File: src/rtl/m107_irq_gen_if.sv
// CPU register-write bus into the interrupt generator.
// Latency: n/a (signal bundle only).
// Backpressure: none; a write is a single-cycle strobe that is always accepted.
//
// Signals:
//   cs   - chip select for the interrupt generator
//   wr   - write strobe, one clk wide, qualified by cs
//   addr - register select (0 raster low byte, 1 raster commit, 2 enable, 3 clear)
//   din  - write data
interface m107_irq_gen_if;
    logic       cs;
    logic       wr;
    logic [1:0] addr;
    logic [7:0] din;

    // CPU side drives the bus.
    modport master (
        output cs,
        output wr,
        output addr,
        output din
    );

    // Interrupt generator samples the bus.
    modport slave (
        input cs,
        input wr,
        input addr,
        input din
    );
endinterface

File: src/rtl/m107_irq_gen.sv
// Interrupt request generator: vblank / sprite DMA / raster pulses plus a sound-reply level.
// Latency: edge sources raise intp one clk edge after the trigger; intp[3] is combinational.
// Backpressure: none; CPU writes always land in one cycle, triggers are never queued.
//
// Ports:
//   clk, reset     - system clock, asynchronous active-high reset
//   ce_pix         - pixel enable qualifying vblank / raster sampling
//   hcount, vcount - current beam position
//   vblank         - vertical blank level
//   cpu            - register write bus (cs, wr, addr, din), slave side
//   dma_done       - sprite DMA completion level
//   snd_reply      - sound CPU reply-latch pending level
//   intp           - interrupt lines: [0] vblank, [1] DMA, [2] raster, [3] sound, [7:4] zero
module m107_irq_gen #(
    parameter int         PULSE_LEN   = 16,
    parameter logic [9:0] RASTER_HPOS = 10'd320
) (
    input  logic                 clk,
    input  logic                 reset,
    input  logic                 ce_pix,
    input  logic [9:0]           hcount,
    input  logic [8:0]           vcount,
    input  logic                 vblank,
    m107_irq_gen_if.slave        cpu,
    input  logic                 dma_done,
    input  logic                 snd_reply,
    output logic [7:0]           intp
);

    localparam logic [7:0] PULSE_LD = 8'(PULSE_LEN);

    localparam logic [1:0] ADDR_RASTER_LO = 2'd0;
    localparam logic [1:0] ADDR_RASTER_HI = 2'd1;
    localparam logic [1:0] ADDR_ENABLE    = 2'd2;
    localparam logic [1:0] ADDR_CLEAR     = 2'd3;

    // ------------------------------------------------------------------
    // Register file
    // ------------------------------------------------------------------
    logic       wr_en;
    logic [7:0] raster_lo;
    logic [8:0] raster_line;
    logic [3:0] enable;

    assign wr_en = cpu.cs & cpu.wr;

    // The low byte is only staged; the compare line changes atomically when
    // the high bit is written, so the compare never sees a half-updated line.
    always_ff @(posedge clk or posedge reset) begin
        if (reset) begin
            raster_lo   <= 8'h00;
            raster_line <= 9'h000;
            enable      <= 4'h0;
        end else if (wr_en) begin
            case (cpu.addr)
                ADDR_RASTER_LO: raster_lo   <= cpu.din;
                ADDR_RASTER_HI: raster_line <= {cpu.din[0], raster_lo};
                ADDR_ENABLE:    enable      <= cpu.din[3:0];
                default:        ;
            endcase
        end
    end

    // ------------------------------------------------------------------
    // Edge detection
    // ------------------------------------------------------------------
    // History registers run regardless of the enable bits, so turning a
    // source on while its level is already high does not fake an edge.
    // vblank history advances only on pixel-enable cycles; dma_done every clk.
    logic vblank_hist;
    logic dma_hist;

    always_ff @(posedge clk or posedge reset) begin
        if (reset) begin
            vblank_hist <= 1'b0;
            dma_hist    <= 1'b0;
        end else begin
            if (ce_pix) begin
                vblank_hist <= vblank;
            end
            dma_hist <= dma_done;
        end
    end

    logic [2:0] trig;

    always_comb begin
        trig    = 3'b000;
        trig[0] = ce_pix & vblank & ~vblank_hist;
        trig[1] = dma_done & ~dma_hist;
        trig[2] = ce_pix & (hcount == RASTER_HPOS) & (vcount == raster_line);
    end

    // ------------------------------------------------------------------
    // Pulse stretchers
    // ------------------------------------------------------------------
    // Priority per source: clear-all, then disable-by-write, then trigger
    // (reload, so a retrigger extends with no gap), then count down.
    logic       clear_all;
    logic [2:0] disable_wr;

    assign clear_all  = wr_en & (cpu.addr == ADDR_CLEAR);
    assign disable_wr = {3{wr_en & (cpu.addr == ADDR_ENABLE)}} & ~cpu.din[2:0];

    logic [7:0] pulse_cnt [3];

    always_ff @(posedge clk or posedge reset) begin
        if (reset) begin
            for (int i = 0; i < 3; i++) begin
                pulse_cnt[i] <= 8'h00;
            end
        end else begin
            for (int i = 0; i < 3; i++) begin
                if (clear_all || disable_wr[i]) begin
                    pulse_cnt[i] <= 8'h00;
                end else if (trig[i] && enable[i]) begin
                    pulse_cnt[i] <= PULSE_LD;
                end else if (pulse_cnt[i] != 8'h00) begin
                    pulse_cnt[i] <= pulse_cnt[i] - 8'h01;
                end
            end
        end
    end

    // ------------------------------------------------------------------
    // Outputs
    // ------------------------------------------------------------------
    // enable and the counters are cleared asynchronously, so intp drops to
    // zero the moment reset asserts.
    always_comb begin
        intp    = 8'h00;
        intp[0] = (pulse_cnt[0] != 8'h00);
        intp[1] = (pulse_cnt[1] != 8'h00);
        intp[2] = (pulse_cnt[2] != 8'h00);
        intp[3] = snd_reply & enable[3];
    end

endmodule

File: src/flat_wrapper.sv
// flat-port wrapper written by rule: the top's interface ports become plain ports
module m107_irq_gen_flat 
#(
    parameter int         PULSE_LEN   = 16,
    parameter logic [9:0] RASTER_HPOS = 10'd320
)
  (clk, reset, ce_pix, hcount, vcount, vblank, dma_done, snd_reply, intp, cpu_cs, cpu_wr, cpu_addr, cpu_din);
  m107_irq_gen_if cpu_i ();
  input  logic clk;
  input  logic reset;
  input  logic ce_pix;
  input  logic [9:0] hcount;
  input  logic [8:0] vcount;
  input  logic vblank;
  input  logic dma_done;
  input  logic snd_reply;
  output logic [7:0] intp;
  input wire logic [$bits(cpu_i.cs)-1:0] cpu_cs;
  input wire logic [$bits(cpu_i.wr)-1:0] cpu_wr;
  input wire logic [$bits(cpu_i.addr)-1:0] cpu_addr;
  input wire logic [$bits(cpu_i.din)-1:0] cpu_din;
  assign cpu_i.cs = cpu_cs;
  assign cpu_i.wr = cpu_wr;
  assign cpu_i.addr = cpu_addr;
  assign cpu_i.din = cpu_din;
  m107_irq_gen #(.PULSE_LEN(PULSE_LEN), .RASTER_HPOS(RASTER_HPOS)) u_core (.clk(clk), .reset(reset), .ce_pix(ce_pix), .hcount(hcount), .vcount(vcount), .vblank(vblank), .cpu(cpu_i), .dma_done(dma_done), .snd_reply(snd_reply), .intp(intp));
endmodule
File: config.mk
export PLATFORM = sky130hd
export DESIGN_NAME = m107_irq_gen_flat
export DESIGN_NICKNAME = d
export VERILOG_FILES = /design/src/rtl/m107_irq_gen_if.sv /design/src/rtl/m107_irq_gen.sv /design/src/flat_wrapper.sv
export SDC_FILE = /design/constraint.sdc
export NUM_CORES = 1
export LEC_CHECK = 0
export ABC_AREA = 1
export CAP_MARGIN = 10
export CORE_AREA = 2 2 60 118
export CTS_CLUSTER_SIZE = 30
export DETAILED_ROUTE_END_ITERATION = 16
export DIE_AREA = 0 0 62 120
export GPL_ROUTABILITY_DRIVEN = 0
export PLACE_DENSITY = 0.66
export RECOVER_POWER = 50
export SLEW_MARGIN = 20
export SYNTH_ARGS = -nofsm -noshare
export SYNTH_HDL_FRONTEND = slang
export SYNTH_SLANG_ARGS = --single-unit
File: constraint.sdc
create_clock -name clk -period 1.4 [get_ports clk]
set_clock_uncertainty 0.05 [all_clocks]
set_input_delay 0.35 -clock clk [delete_from_list [all_inputs] [get_ports clk]]
set_output_delay 0.35 -clock clk [all_outputs]
set_load 0.05 [all_outputs]
After elaboration in Yosys (flattened, before gate mapping)
Cells that the tools add are included.
Operators by class
  add/sub/neg operators: 3
  multipliers: 0
  div/mod/pow operators: 0
  magnitude comparators: 0
  eq/ne operators: 5
  shift-type cells: 0
  mux-type cells: 9
  bitwise logic cells: 13
  reductions and logical operators: 16
Operator list (count)
  $mux W8: 9
  $reduce_bool A8 Y1: 3
  $sub A8 B1 Y8 const B: 3
  $eq A10 B9 Y1 const B: 1
  $and A1 B1 Y1: 9
  $eq A9 B9 Y1: 1
  $reduce_bool A3 Y1: 3
  $reduce_and A2 Y1: 3
  $eq A2 B2 Y1 const B: 2
  $and A3 B3 Y3: 1
  $logic_and A1 B1 Y1: 3
  $logic_or A1 B1 Y1: 3
  $not A3 Y3: 1
  $eq A2 B1 Y1 const B: 1
  $logic_not A2 Y1: 1
  $not A1 Y1: 2
Word-level totals
  register bits: 47
  bits in latches: 0
  memory bits (writable): 0
  ROM bits: 0
  input port bits: 37
  output and inout bits: 8
  word-level logic and storage cells: 54
  memories: 0

Longest topological paths before layout
  word-level depth: 6
  gate-level depth with buffers: 10
  gate-level depth less buffers: 9

Worst setup path after synthesis
Ideal clock, no wire load.
  kind: register to register
  from: register u_core.pulse_cnt[20] (netlist name)
  to: register u_core.pulse_cnt[17] (netlist name)
  library setup time: 0.126 ns
  arrival time: 1.459 ns
  required time: 1.224 ns
  path slack: -0.235 ns
  cell stages (with the launch flop): 7
  buffers on the path: 0
  clock period less this slack: 1.635 ns
  cell sequence: dfrtp_1 > inv_1 > nand2_1 > nor2_1 > nand4_1 > nand3_1 > o21ai_0
Between the ends
  cells in the longest elaborated chain, start to end: 2
RTL lines
  start, declared: line m107_irq_gen.sv:105  | logic [7:0] pulse_cnt [3];
  start signal, assigned by index: line m107_irq_gen.sv:119  | pulse_cnt[i] <= pulse_cnt[i] - 8'h01;
  $reduce_bool A8 Y1
  net intp[0]: line flat_wrapper.sv:17  | output logic [7:0] intp;
  $reduce_bool A3 Y1 (no line)
The timed path passes the listed nets, and every way through them passes these cells.
A chain may end at the register's enable or synchronous reset.

Worst setup path after layout
  from: register u_core.pulse_cnt[12] (netlist name)
  to: output intp[1]
Between the ends
  cells in the longest elaborated chain, start to end: 1
RTL lines
  $reduce_bool A8 Y1: line m107_irq_gen.sv:133  | intp[1] = (pulse_cnt[1] != 8'h00);
  end, declared: line flat_wrapper.sv:17
No other way between the ends.

==> reports/metrics.yaml <==
io_buffers: 40
final_antenna_net_count: 0
worstHoldPathType: "reg -> reg"
rsz0062_at_grt: "yes"
netlist_instances: 336
dp_hpwl_mm: 4.86
drive_above_1_share: 0.360
grt_pass1_wl_mm: 10.9
violations: "setup timing"
fin_crit_ps: 1790
synth-seq-area-share: 0.441
finalCritPeriodShare: 1.28
drc: 0
drt-pass1-iter-count: 4
setup_violations: 26
synth.area.top_cells: "dfrtp_1, nand2_1, inv_1"
antenna_found_initial: 0
power.density_nw_per_um2: 1750
dieArea_um2: 7440
layout.cells.non_filler: 541
fin_area_um2: 4200
worstMarginPinSlew_ps: 511
hold_viol: 0
r2r_cells: 9
ioPinCount: 45
cellLeakagePower_nw: 2.21
placed_cells: 519
n_antenna_cell: 0
worstPathArrival_ps: 1390
grt_use_total: 0.195
drt_iter0_drc: 49
route.detailed.wl_per_inst_um: 12.5
synth_cell_type_count: 31
synth_area_leader_cell: "dfrtp_1"
cts_tree: "done"
cts_buffers: 5
grt_pass1_vias: 2593
fmax_mhz: 557
clock_sinks: 47
syn_area_um2: 2670
grt_max_degree: 27
slew_viol_final: 0
num_vias: 2529
coreArea_um2: 6570
avgViaCountPerCell: 4.67
endpoint_kind: "output pin"
drt-total-wl_mm: 6.76
clock_latency_ps: 290
cts_root_buf: "clkbuf_16"
startpoint_type: "flop"
dpl_cell_area_um2: 3660
utilization: 0.639
initial_core_util: 0.406
cts_htree_levels: 2
synth_seq_cells: 47
holdWs_ps: 432
worst-path-max-fanout: 2
holdPathStages: 2
finalSetupTns_ps: -3870
gr-total-overflow: 0
die_x_um: 62
synth_top_area_frac: 0.441
critPathRequiredTime_ps: 1000
clk_pin_slew_worst_paths_ps: 60
fill_cells: 549
syn_to_final_growth_pct: 57.4
clk_path_buf_depth: 2
nNetsFinal: 495
max_cap_viol_count: 0
ir_worst_vdd_uv: 1380
slew-limit-headroom: 0.658
status: "finished with violations"
fin_ws_ps: -394
std_cell_rows: 42
critPathKind: "reg -> out"
yosysWarnings: 0
die_h_um: 120
avgSynthCellArea_um2: 7.94
worst max-delay path, stage by stage (launching register included):
cell and delay, ps:
dfrtp_1 380, or2_4 270, nor3_4 250, inv_4 50
buf_8 150
stage by stage:
step	power, mW	worst slack (ps)
2_1_floorplan	4.01	-181
3_3_place_gp	5.25	-487
3_5_place_dp	5.37	-512
4_1_cts	6.97	-396
5_1_grt	7.90	-444
6_report	7.37	-394
timing repair:
item / 4_1_cts / 5_1_grt
setup buffers: 10 / 10
gates cloned: 0 / 1
hold buffers: 0 / 0
gates resized for setup: 46 / 52
pin swaps: 25 / 34
setup endpoints to repair: 45 / 26
flip-flops by register name, indices dropped and copies added (netlist names):
register            count
u_core.dma_hist         1
u_core.enable           4
u_core.pulse_cnt       24
u_core.raster_line      9
u_core.raster_lo        8
u_core.vblank_hist      1
Yosys cell counts:
library cell  count
nand2_4           1
buf_4             4
o21ai_4           1
o21ai_0          15
nand4_1           7
o21ai_1           1
nor3_4            2
nor2_4            2
mux2_2            6
dfrtp_1          47
nor3_1            9
o21ai_2           2
xnor2_1           6
or2_2             1
o211ai_1          1
inv_2             4
nor2_1           35
nand3_4           1
buf_2             3
inv_1            64
nor2_2            1
nand3_1          25
a21oi_1           7
nor4_1            1
nor3_2            1
nand2_1          70
conb_1            1
xor2_1            9
nor2_8            1
or2_4             2
ha_1              6
logic make-up (layout without fill, tap and decap cells):
family / count (synthesis) / count (layout) / share of synthesized area
DFF: 47 / 47 / 0.441
and+or+nand+nor: 159 / 159 / 0.284
adders and majority gates: 6 / 6 / 0.0281
muxes: 6 / 6 / 0.0253
AOI/OAI and AO/OA: 27 / 27 / 0.0586
xor gates and xnor gates: 15 / 15 / 0.0492
buffers and inverters: 75 / 189 / 0.113
other: 1 / 4 / 0.00141
area by class of cell:
type	count	area, um^2	share of cell area
clock buffer	6	129	0.0307
clock inverter	2	12.5	0.00298
inverter	68	262	0.0623
multi-input combinational	217	1460	0.349
sequential	47	1180	0.280
tap	88	110	0.0262
timing repair buffer	113	1050	0.249
layout by cell type (no fill, tap or decap), types with 11 or more instances in the layout:
master and instances:
buf_4 60, dlymetal6s2s_1 16, dfrtp_1 47, nand3_1 18
inv_1 47, clkdlybuf4s50_1 11, nor2_1 24, inv_2 18
o21ai_0 13, nand2_1 62
path summary, 6_finish.rpt:
check	start	end	slack, ps
setup reg to reg	u_core.pulse_cnt[12]$_DFFE_PP0P_	u_core.pulse_cnt[12]$_DFFE_PP0P_	-280
min in group asynchronous	reset	u_core.enable[2]$_DFFE_PP0N_	460
setup / recovery	u_core.pulse_cnt[12]$_DFFE_PP0P_	intp[1]	-390
hold reg to reg	u_core.raster_lo[2]$_DFFE_PP0P_	u_core.raster_lo[2]$_DFFE_PP0P_	430
max in group asynchronous	reset	u_core.raster_lo[6]$_DFFE_PP0P_	110
hold / removal	u_core.raster_lo[2]$_DFFE_PP0P_	u_core.raster_lo[2]$_DFFE_PP0P_	430
routing by layer:
| metal | vias up | global-route usage | wire length, um |
|---|---|---|---|
| li1 | 1261 | - | - |
| met1 | 1183 | 0.198 | 2240 |
| met2 | 60 | 0.355 | 3950 |
| met3 | 25 | 0.0356 | 258 |
| met4 | 0 | 0.0878 | 306 |
| met5 | - | 0 | 0 |
where the power goes:
part	internal (mW)	total [mW]	switching (mW)
registers	1.82	2.10	0.278
logic	2.05	4.10	2.05
clock network	0.659	1.17	0.509
No activity file was read; power rests on OpenSTA's default activity.
